File: src/rtl/fifo_ptr_ctrl.sv
// Pointer/flag controller for the dual-port FIFO_MEM array: show-ahead, registered flags.
// Optional sticky overflow/underflow reporting is enabled by defining FIFO_PTR_CTRL_ERR_EN.
module fifo_ptr_ctrl #(
  parameter int AW        = 4,
  parameter int AFULL_TH  = 14,
  parameter int AEMPTY_TH = 2
) (
  input  logic          I_CLK,
  input  logic          I_RST_N,
  input  logic          I_PUSH,
  input  logic          I_POP,
`ifdef FIFO_PTR_CTRL_ERR_EN
  input  logic          I_CLR_ERR,
  output logic          O_OVERFLOW,
  output logic          O_UNDERFLOW,
`endif
  output logic          O_MEM_WR_EN,
  output logic [AW-1:0] O_MEM_WR_ADDR,
  output logic [AW-1:0] O_MEM_RD_ADDR,
  output logic          O_FULL,
  output logic          O_EMPTY,
  output logic          O_ALMOST_FULL,
  output logic          O_ALMOST_EMPTY,
  output logic [AW:0]   O_COUNT
);

  logic [AW:0] wptr_q, wptr_d;
  logic [AW:0] rptr_q, rptr_d;
  logic [AW:0] count_q, count_d;
  logic        full_q, full_d;
  logic        empty_q, empty_d;
  logic        afull_q, afull_d;
  logic        aempty_q, aempty_d;
  logic        push_ok, pop_ok;

  // Acceptance uses only registered flags, so requests never feed the flags combinationally.
  assign push_ok = I_PUSH & ~full_q;
  assign pop_ok  = I_POP & ~empty_q;

  always_comb begin
    wptr_d   = wptr_q + (AW+1)'(push_ok);
    rptr_d   = rptr_q + (AW+1)'(pop_ok);
    count_d  = count_q + (AW+1)'(push_ok) - (AW+1)'(pop_ok);
    full_d   = (wptr_d[AW] != rptr_d[AW]) && (wptr_d[AW-1:0] == rptr_d[AW-1:0]);
    empty_d  = (wptr_d == rptr_d);
    afull_d  = (32'(count_d) >= AFULL_TH);
    aempty_d = (32'(count_d) <= AEMPTY_TH);
  end

  always_ff @(posedge I_CLK or negedge I_RST_N) begin
    if (!I_RST_N) begin
      wptr_q   <= '0;
      rptr_q   <= '0;
      count_q  <= '0;
      full_q   <= 1'b0;
      empty_q  <= 1'b1;
      afull_q  <= 1'b0;
      aempty_q <= 1'b1;
    end else begin
      wptr_q   <= wptr_d;
      rptr_q   <= rptr_d;
      count_q  <= count_d;
      full_q   <= full_d;
      empty_q  <= empty_d;
      afull_q  <= afull_d;
      aempty_q <= aempty_d;
    end
  end

  // Write enable is gated by reset so a held push cannot write while reset is asserted.
  assign O_MEM_WR_EN    = push_ok & I_RST_N;
  assign O_MEM_WR_ADDR  = wptr_q[AW-1:0];
  assign O_MEM_RD_ADDR  = rptr_q[AW-1:0];
  assign O_FULL         = full_q;
  assign O_EMPTY        = empty_q;
  assign O_ALMOST_FULL  = afull_q;
  assign O_ALMOST_EMPTY = aempty_q;
  assign O_COUNT        = count_q;

`ifdef FIFO_PTR_CTRL_ERR_EN
  logic ovf_q, ovf_d;
  logic udf_q, udf_d;

  // A new drop event in the same cycle as the clear keeps the flag set.
  always_comb begin
    ovf_d = (I_PUSH & full_q) | (ovf_q & ~I_CLR_ERR);
    udf_d = (I_POP & empty_q) | (udf_q & ~I_CLR_ERR);
  end

  always_ff @(posedge I_CLK or negedge I_RST_N) begin
    if (!I_RST_N) begin
      ovf_q <= 1'b0;
      udf_q <= 1'b0;
    end else begin
      ovf_q <= ovf_d;
      udf_q <= udf_d;
    end
  end

  assign O_OVERFLOW  = ovf_q;
  assign O_UNDERFLOW = udf_q;
`endif

endmodule

File: config.mk
export PLATFORM = sky130hd
export DESIGN_NAME = fifo_ptr_ctrl
export DESIGN_NICKNAME = d
export VERILOG_FILES = /design/src/rtl/fifo_ptr_ctrl.sv
export SDC_FILE = /design/constraint.sdc
export NUM_CORES = 1
export LEC_CHECK = 0
export BUFFER_PORTS_ARGS = -buffer_cell sky130_fd_sc_hd__buf_4
export CAP_MARGIN = 20
export CORE_ASPECT_RATIO = 1.25
export CORE_UTILIZATION = 40
export CTS_CLUSTER_DIAMETER = 150
export DETAILED_ROUTE_END_ITERATION = 6
export HOLD_SLACK_MARGIN = 0.08
export PLACE_DENSITY_LB_ADDON = 0.12
export SLEW_MARGIN = 40
export SYNTH_ARGS = -nofsm -noshare
export SYNTH_HDL_FRONTEND = slang
export SYNTH_SLANG_ARGS = --single-unit
File: constraint.sdc
create_clock -name I_CLK -period 7.55 [get_ports I_CLK]
set_clock_uncertainty 0.2 [all_clocks]
set_input_delay 1.51 -clock I_CLK [delete_from_list [all_inputs] [get_ports I_CLK]]
set_output_delay 1.51 -clock I_CLK [all_outputs]
set_load 0.01 [all_outputs]
==> results of run 1 <==
## cells by family after synthesis
| family | count (synthesis) | share of synthesized area, % |
|---|---|---|
| compound gates | 6 | 4.850 |
| xor+xnor | 17 | 17.91 |
| simple gates | 12 | 9.701 |
| flops | 19 | 47.51 |
| fa+ha+maj | 8 | 10.70 |
| buf+inv | 15 | 9.328 |
## metal layers
metal  wire length (um)  vias to the layer above  share of wire [%]
met5                  0                        -                  0
met4                 44                        0                3.0
met3                 69                        4                4.7
met2                632                       16                 43
met1                711                      263                 49
li1                   -                      277                  -
## cells in the mapped netlist, drive strengths merged
cell type,instances,area share [%]
nor3,1,1.0
inv,6,2.2
a21oi,2,1.0
nand2b,1,0.62
buf,9,7.1
and4,1,1.1
nor2b,1,1.4
fa,1,2.0
nor3b,1,1.2
xor3,2,4.9
a31o,1,0.87
xnor2,6,5.2
nand3,3,1.5
and2,2,1.4
xor2,9,7.8
ha,7,8.7
a2111oi,1,1.5
dfstp,2,5.2
or3,1,1.1
dfrtp,17,42
a21o,2,1.5
nand2,1,0.37
## worst max-delay path, stage by stage
cell      delay (ps)
buf_4            110
nand2b_1         110
inv_1             70
and2_1           150
buf_4            130
## final timing paths
path / slack (ps) / from / cells after the start / to
worst max register to register: 5090 / O_EMPTY / 8 / O_ALMOST_EMPTY
worst max-delay path: 3750 / I_PUSH / 5 / O_MEM_WR_EN
worst min-delay path: 330 / rptr_q[4] / 2 / rptr_q[4]
worst min register to register: 330 / rptr_q[4] / 2 / rptr_q[4]
min in group asynchronous: 860 / I_RST_N / 1 / wptr_q[2]
max in group asynchronous: 6020 / I_RST_N / 1 / O_EMPTY
## registers in the layout (all words and copies together), names as in the netlist
| signal | flops |
|---|---|
| O_COUNT | 5 |
| rptr_q | 5 |
| wptr_q | 5 |
| O_ALMOST_EMPTY | 1 |
| O_ALMOST_FULL | 1 |
| O_EMPTY | 1 |
| O_FULL | 1 |
## area by class of cell
class                   count  area, um^2
fillers                   219        1125
flip-flops and latches     19       478.0
multi-input cells          43       434.2
repair buffers             21       157.7
well taps                  31       38.79
clock buffers               4       26.28
inverters                   6       22.52
## per-stage QoR
stage | hold WS (ps) | worst slack, ps
finish | 330.5 | 3754
global placement | 296.0 | 3773
detailed placement | 303.8 | 3753
global route | 352.3 | 3712
CTS | 336.7 | 3751
floorplan | 278.2 | 4000
==> results.md, run 1 <==
- Drt pass-1 iters: 2
- Max-slew headroom: 78.99%
- RSZ-0062 raised after global routing: no
- Num ports: 22
- Longest Clk Path Bufs: 2
- CP Launch Type: input pin
- Outcome: finished, final reports clean
- Total number of vias: 560
- Detail Placement HPWL: between 1 and 1.5 mm
- Gate Count Post-Synth: slightly below 80
- Post-CTS Setup Inserts: 0
- Most common cell after layout, fill and taps aside: buf_4
- Critical path class: in -> out
- Maxcap violations: 0
- Met2 usage: around 18%
- Largest net degree at the start of global routing: 21
- Clock transition at path regs: 110 ps
- Global Route Usage Sum: 13.01%
- Synth cell types: 25
- Cts-stage hold buffer count: 0
- # H-tree levels: 1
- CTS buffer count: 3
- Row count: 19
- Area Growth Syn to Fin: 15.05%
- CTS tree: built
- Most frequent cells in the layout: 21 x buf_4, 17 x dfrtp_1, 9 x xor2_1
- Vias in the first global route: 556
- Worst Hold Class: reg -> reg
- Final hold vios: 0
- Post-cts resize count: 0
- Post-layout nets: ~110
- Die width: approximately 47 um
- Yosys reg bits: 19
- Root Buffer: clkbuf_4
- Layout cell share with drive strength beyond 1: between 30% and 40%
- Routing usage on met3: around 1.9%
- Initial DRC Count: 6
- Fmax: 263.4 MHz
- Avg Cell Area, Syn: ~13 um^2
- Crit path DAT: approximately 2100 ps
- ANT nets after route: 0
- Crit-path max FO: 3
- Finished Core Util: about half
- Worst-Margin Slew: 312.8 ps
- Port buffer count: 21
- Final min period: between 3000 and 4000 ps
- Core area: 2282 um^2
- Yosys warnings: 0
- Ant diodes: 0
- Sinks on Clock Net: 19
- Critical Path Sink Type: output pin
- Mapped Nets: 89
- Grt total ovfl: 0
- CP required: 5840 ps
- Initial antenna violation count: 0
- # setup viols final: 0
- # DRC: 0
- Post-layout instance count excluding filler cells: 124
- Placed Cells incl. Taps: 120
- Total wire length: roughly 1.5 mm
- Initial core utilization: 44.08%
- Worst-Skew Late Latency: 300 ps
- Placed Instance Area: around 1100 um^2
- Synthesized area: around 1000 um^2
- Sum of negative setup slack: 0 ps
- Post-synthesis sequential area ratio: between 40% and 50%
- Routability cong.: slightly below 0.7
- First-pass GRT wire length: 2.449 mm
- Die area: about 2700 um^2
- Met1 Use GR: a little under a fifth
- Final Cycle Share: around half
- GRT busiest layer: met2
- Routed vias/inst: between 4 and 5
- Slew Limit Fails: 0
- Routed length per instance: roughly 12 um
- Design Area, Final: ~1200 um^2
- Die Y: 58.07 um
Power of run 1 is left out: the tool's default activity adds up to more than one toggle a clock period on the data nets, which glitch-free logic cannot reach.
==> run 2, diff against run 1 <==
==> constraint.sdc (replaced) <==
create_clock -name I_CLK -period 3.9 [get_ports I_CLK]
set_clock_uncertainty 0.2 [all_clocks]
set_input_delay 0.78 -clock I_CLK [delete_from_list [all_inputs] [get_ports I_CLK]]
set_output_delay 0.78 -clock I_CLK [all_outputs]
set_load 0.01 [all_outputs]
==> results.md, run 2 (synthesized netlist as in run 1, its figures left out) <==
- Outcome: finished, final reports clean
- ANT nets after route: 0
- Clock transition at path regs: ~120 ps
- Reg2Reg Launch Point: O_EMPTY
- Routed length per instance: roughly 12 um
- Cts-stage hold buffer count: 0
- CTS buffer count: 3
- Layout cell share with drive strength beyond 1: between 30% and 40%
- Post-cts resize count: 0
- Routed vias/inst: approximately 4.5
- # H-tree levels: 1
- Vias in the first global route: 559
- Critical path class: in -> reg
- Global Route Usage Sum: roughly 13%
- Max-slew headroom: between 70 and 80%
- Sum of negative setup slack: 0 ps
- Initial DRC Count: 4
- Slew Limit Fails: 0
- RSZ-0062 raised after global routing: no
- Worst-Skew Late Latency: a little under 300 ps
- Die width: 46.86 um
- Worst-Margin Slew: approximately 320 ps
- Total wire length: roughly 1.5 mm
- Final Cycle Share: around 66%
- Initial core utilization: around 44%
- Port buffer count: 21
- Drt pass-1 iters: 2
- Root Buffer: clkbuf_4
- Initial antenna violation count: 0
- Fmax: just under 400 MHz
- Final min period: around 2600 ps
- Area Growth Syn to Fin: 15.17%
- CP required: 3890 ps
- Routability cong.: approximately 0.67
- Maxcap violations: 0
- Row count: 19
- Reg-to-reg endpoint: O_ALMOST_EMPTY
- # setup viols final: 0
- Detail Placement HPWL: between 1 and 1.5 mm
- Total number of vias: 556
- Post-CTS Setup Inserts: 0
- Grt total ovfl: 0
- Core area: around 2300 um^2
- Sinks on Clock Net: 19
- Most common cell after layout, fill and taps aside: buf_4
- Ant diodes: 0
- Die area: around 2700 um^2
- Worst Hold Class: in -> async
- Worst-case reg-to-reg path depth: 8
- First-pass GRT wire length: around 2.5 mm
- Num ports: 22
- Critical Path Sink Type: flop
- Final hold vios: 0
- Longest Clk Path Bufs: 2
- Crit-path max FO: 6
- Most frequent cells in the layout: 21 x buf_4, 17 x dfrtp_1, 9 x xor2_1
- Crit path DAT: about 2600 ps
- CP Launch Type: input pin
- Post-layout nets: 106
- Largest net degree at the start of global routing: 21
- # DRC: 0
- R2r setup slk: between 1000 and 1500 ps
- CTS tree: built
- Die Y: 58.07 um
==> run 2: cell types whose count changed in the layout (fill, tap and decap cells not counted), sizes merged <==
cell / delta
clkbuf: -1
clkinv: +1
==> run 2: worst max-delay path: stages <==
cell and delay [ps]:
buf_4 80, nor2b_4 210, xnor2_1 90, ha_1 210
fa_1 400, a21o_1 190, a21oi_1 170, xnor2_1 140
a2111oi_2 290
==> run 2: cell type report <==
class                   instances  area (um^2)
repair buffers                 21        157.7
clock inverters                 1        5.005
inverters                       6        22.52
multi-input cells              43        434.2
fillers                       217         1124
clock buffers                   3        22.52
flip-flops and latches         19        478.0
well taps                      31        38.79
==> run 2: worst max path at each step <==
stage | from | to | slack (ps) | cells after the start
5_1_grt | I_POP | O_ALMOST_EMPTY | 1190 | 9
6_report | I_POP | O_ALMOST_EMPTY | 1330 | 9
3_3_place_gp | I_POP | O_ALMOST_EMPTY | 1060 | 9
3_5_place_dp | I_POP | O_ALMOST_EMPTY | 1010 | 9
4_1_cts | I_POP | O_ALMOST_EMPTY | 1310 | 9
2_1_floorplan | I_POP | O_ALMOST_EMPTY | 1160 | 9
==> run 2: routing by layer <==
layer	vias up	GRT usage, %	wire [um]	part of all wire [%]
met5	-	0	0	0
met1	262	17.96	727	48
met2	14	18.85	702	47
li1	278	-	-	-
met3	2	2.804	64	4.2
met4	0	6.122	14	0.93
==> run 2: per-stage QoR <==
| stage | instance area (um^2) | setup WS, ps | util (%) | instances | hold slack [ps] |
|---|---|---|---|---|---|
| after floorplan | 1006 | 1159 | - | 77 | 278.2 |
| after global placement | 1131 | 1056 | 49.56 | 120 | 296.8 |
| after detailed placement | 1131 | 1010 | 49.56 | 120 | 300.2 |
| after CTS | 1159 | 1314 | 50.77 | 124 | 129.3 |
| after global routing | 1159 | 1190 | 50.77 | 124 | 132.0 |
| final | 1159 | 1328 | 50.77 | 124 | 135.8 |
Power of run 2 is left out for the same reason.
==> run 3, diff against run 2 <==
==> constraint.sdc (replaced) <==
create_clock -name I_CLK -period 2.1 [get_ports I_CLK]
set_clock_uncertainty 0.2 [all_clocks]
set_input_delay 0.42 -clock I_CLK [delete_from_list [all_inputs] [get_ports I_CLK]]
set_output_delay 0.42 -clock I_CLK [all_outputs]
set_load 0.01 [all_outputs]
==> results.md, run 3 (synthesized netlist as in run 1, its figures left out) <==
- Area Growth Syn to Fin: 33.95%
- RSZ-0062 raised after global routing: yes
- Initial DRC Count: 6
- Worst Hold Class: reg -> reg
- # H-tree levels: 1
- Slew Limit Fails: 0
- Worst-Margin Slew: about 320 ps
- Ant diodes: 0
- Final Cycle Share: 107.4%
- Final WS setup: -155.0 ps
- Worst-Skew Late Latency: roughly 300 ps
- CP required: roughly 2100 ps
- Crit-path max FO: 3
- Post-layout nets: 119
- Layout cell share with drive strength beyond 1: a little under three fifths
- Most common cell after layout, fill and taps aside: buf_4
- Sinks on Clock Net: 19
- Die area: 2721 um^2
- Root Buffer: clkbuf_4
- Grt total ovfl: 0
- Total number of vias: roughly 630
- Sum of negative setup slack: -521.5 ps
- Routed length per instance: between 10 and 15 um
- # setup viols final: 5
- Vias in the first global route: between 600 and 700
- ANT nets after route: 0
- Port buffer count: 21
- # DRC: 0
- Area occupied by registers: 478.0 um^2
- Violated checks: setup timing
- Critical path class: reg -> reg
- CTS tree: built
- Global Route Usage Sum: roughly 16%
- CTS buffer count: 3
- Fmax: roughly 440 MHz
- Initial core utilization: about 44%
- Die Y: around 58 um
- Setup WS pre-CTS: -261.1 ps
- Fin Hold WS: approximately 320 ps
- Longest Clk Path Bufs: 2
- Die width: approximately 47 um
- Num ports: 22
- Routed vias/inst: ~4.6
- Maxcap violations: 0
- Final min period: around 2300 ps
- Total wire length: between 1.5 and 2 mm
- Max-slew headroom: roughly 78%
- Fillcell total: approximately 220
- Most frequent cells in the layout: 33 x buf_4, 17 x dfrtp_1, 7 x xor2_1
- Row count: 19
- Footprint of the multi-input gates: approximately 520 um^2
- Initial antenna violation count: 0
- Detail Placement HPWL: about 1.4 mm
- CP Launch Type: flop
- Critical Path Sink Type: flop
- First-pass GRT wire length: between 2 and 3 mm
- Clock transition at path regs: ~110 ps
- Routability cong.: ~0.68
- Core area: around 2300 um^2
- Finished Core Util: approximately 59%
- Final hold vios: 0
- Crit path DAT: between 2000 and 2500 ps
- Drt pass-1 iters: 4
- Largest net degree at the start of global routing: 20
- Outcome: finished, violations left
==> run 3: per-layer routing <==
layer / GRT usage (%) / part of all wire [%] / routed length [um]
met1: 15.90 / 36 / 633
met5: 0 / 0 / 0
met4: 8.571 / 2.3 / 40
met3: 3.427 / 4.2 / 73
met2: 29.76 / 57 / 1010
==> run 3: final timing paths <==
check,cells after the start,slack (ps),to,from
min in group asynchronous,3,410,wptr_q[3],I_RST_N
max,8,-160,O_ALMOST_EMPTY,O_EMPTY
max reg2reg,8,-160,O_ALMOST_EMPTY,O_EMPTY
min reg2reg,2,320,rptr_q[4],rptr_q[4]
min,2,320,rptr_q[4],rptr_q[4]
max in group asynchronous,3,1030,O_EMPTY,I_RST_N
==> run 3: final cells by class <==
class,count,area share [%]
multi-input cells,43,38.81
flip-flops and latches,19,35.47
repair buffers,34,19.13
well taps,31,2.878
clock buffers,3,1.671
inverters,6,1.671
clock inverters,1,0.3714
==> run 3: critical path, stage by stage, from the launching register on <==
cell	delay [ps]
dfstp_2	570
nor2b_4	50
xnor2_2	130
ha_2	180
fa_2	330
a21o_1	190
a21oi_2	160
xnor2_2	100
a2111oi_2	240
==> run 3: what timing repair did <==
action / 4_1_cts / 5_1_grt
pin swaps: 1 / 1
endpoints found under the hold margin: 17 / 0
hold buffers: 1 / 0
setup buffers: 3 / 1
resized for setup: 11 / 1
gates cloned: 0 / 0
endpoints found under the setup margin: 5 / 6
==> run 3: stage by stage <==
stage	area (um^2)	std cells
floorplan	1035	77
global placement	1220	128
detailed placement	1220	128
CTS	1333	136
global route	1348	137
finish	1348	137
Power of run 3 is left out for the same reason.
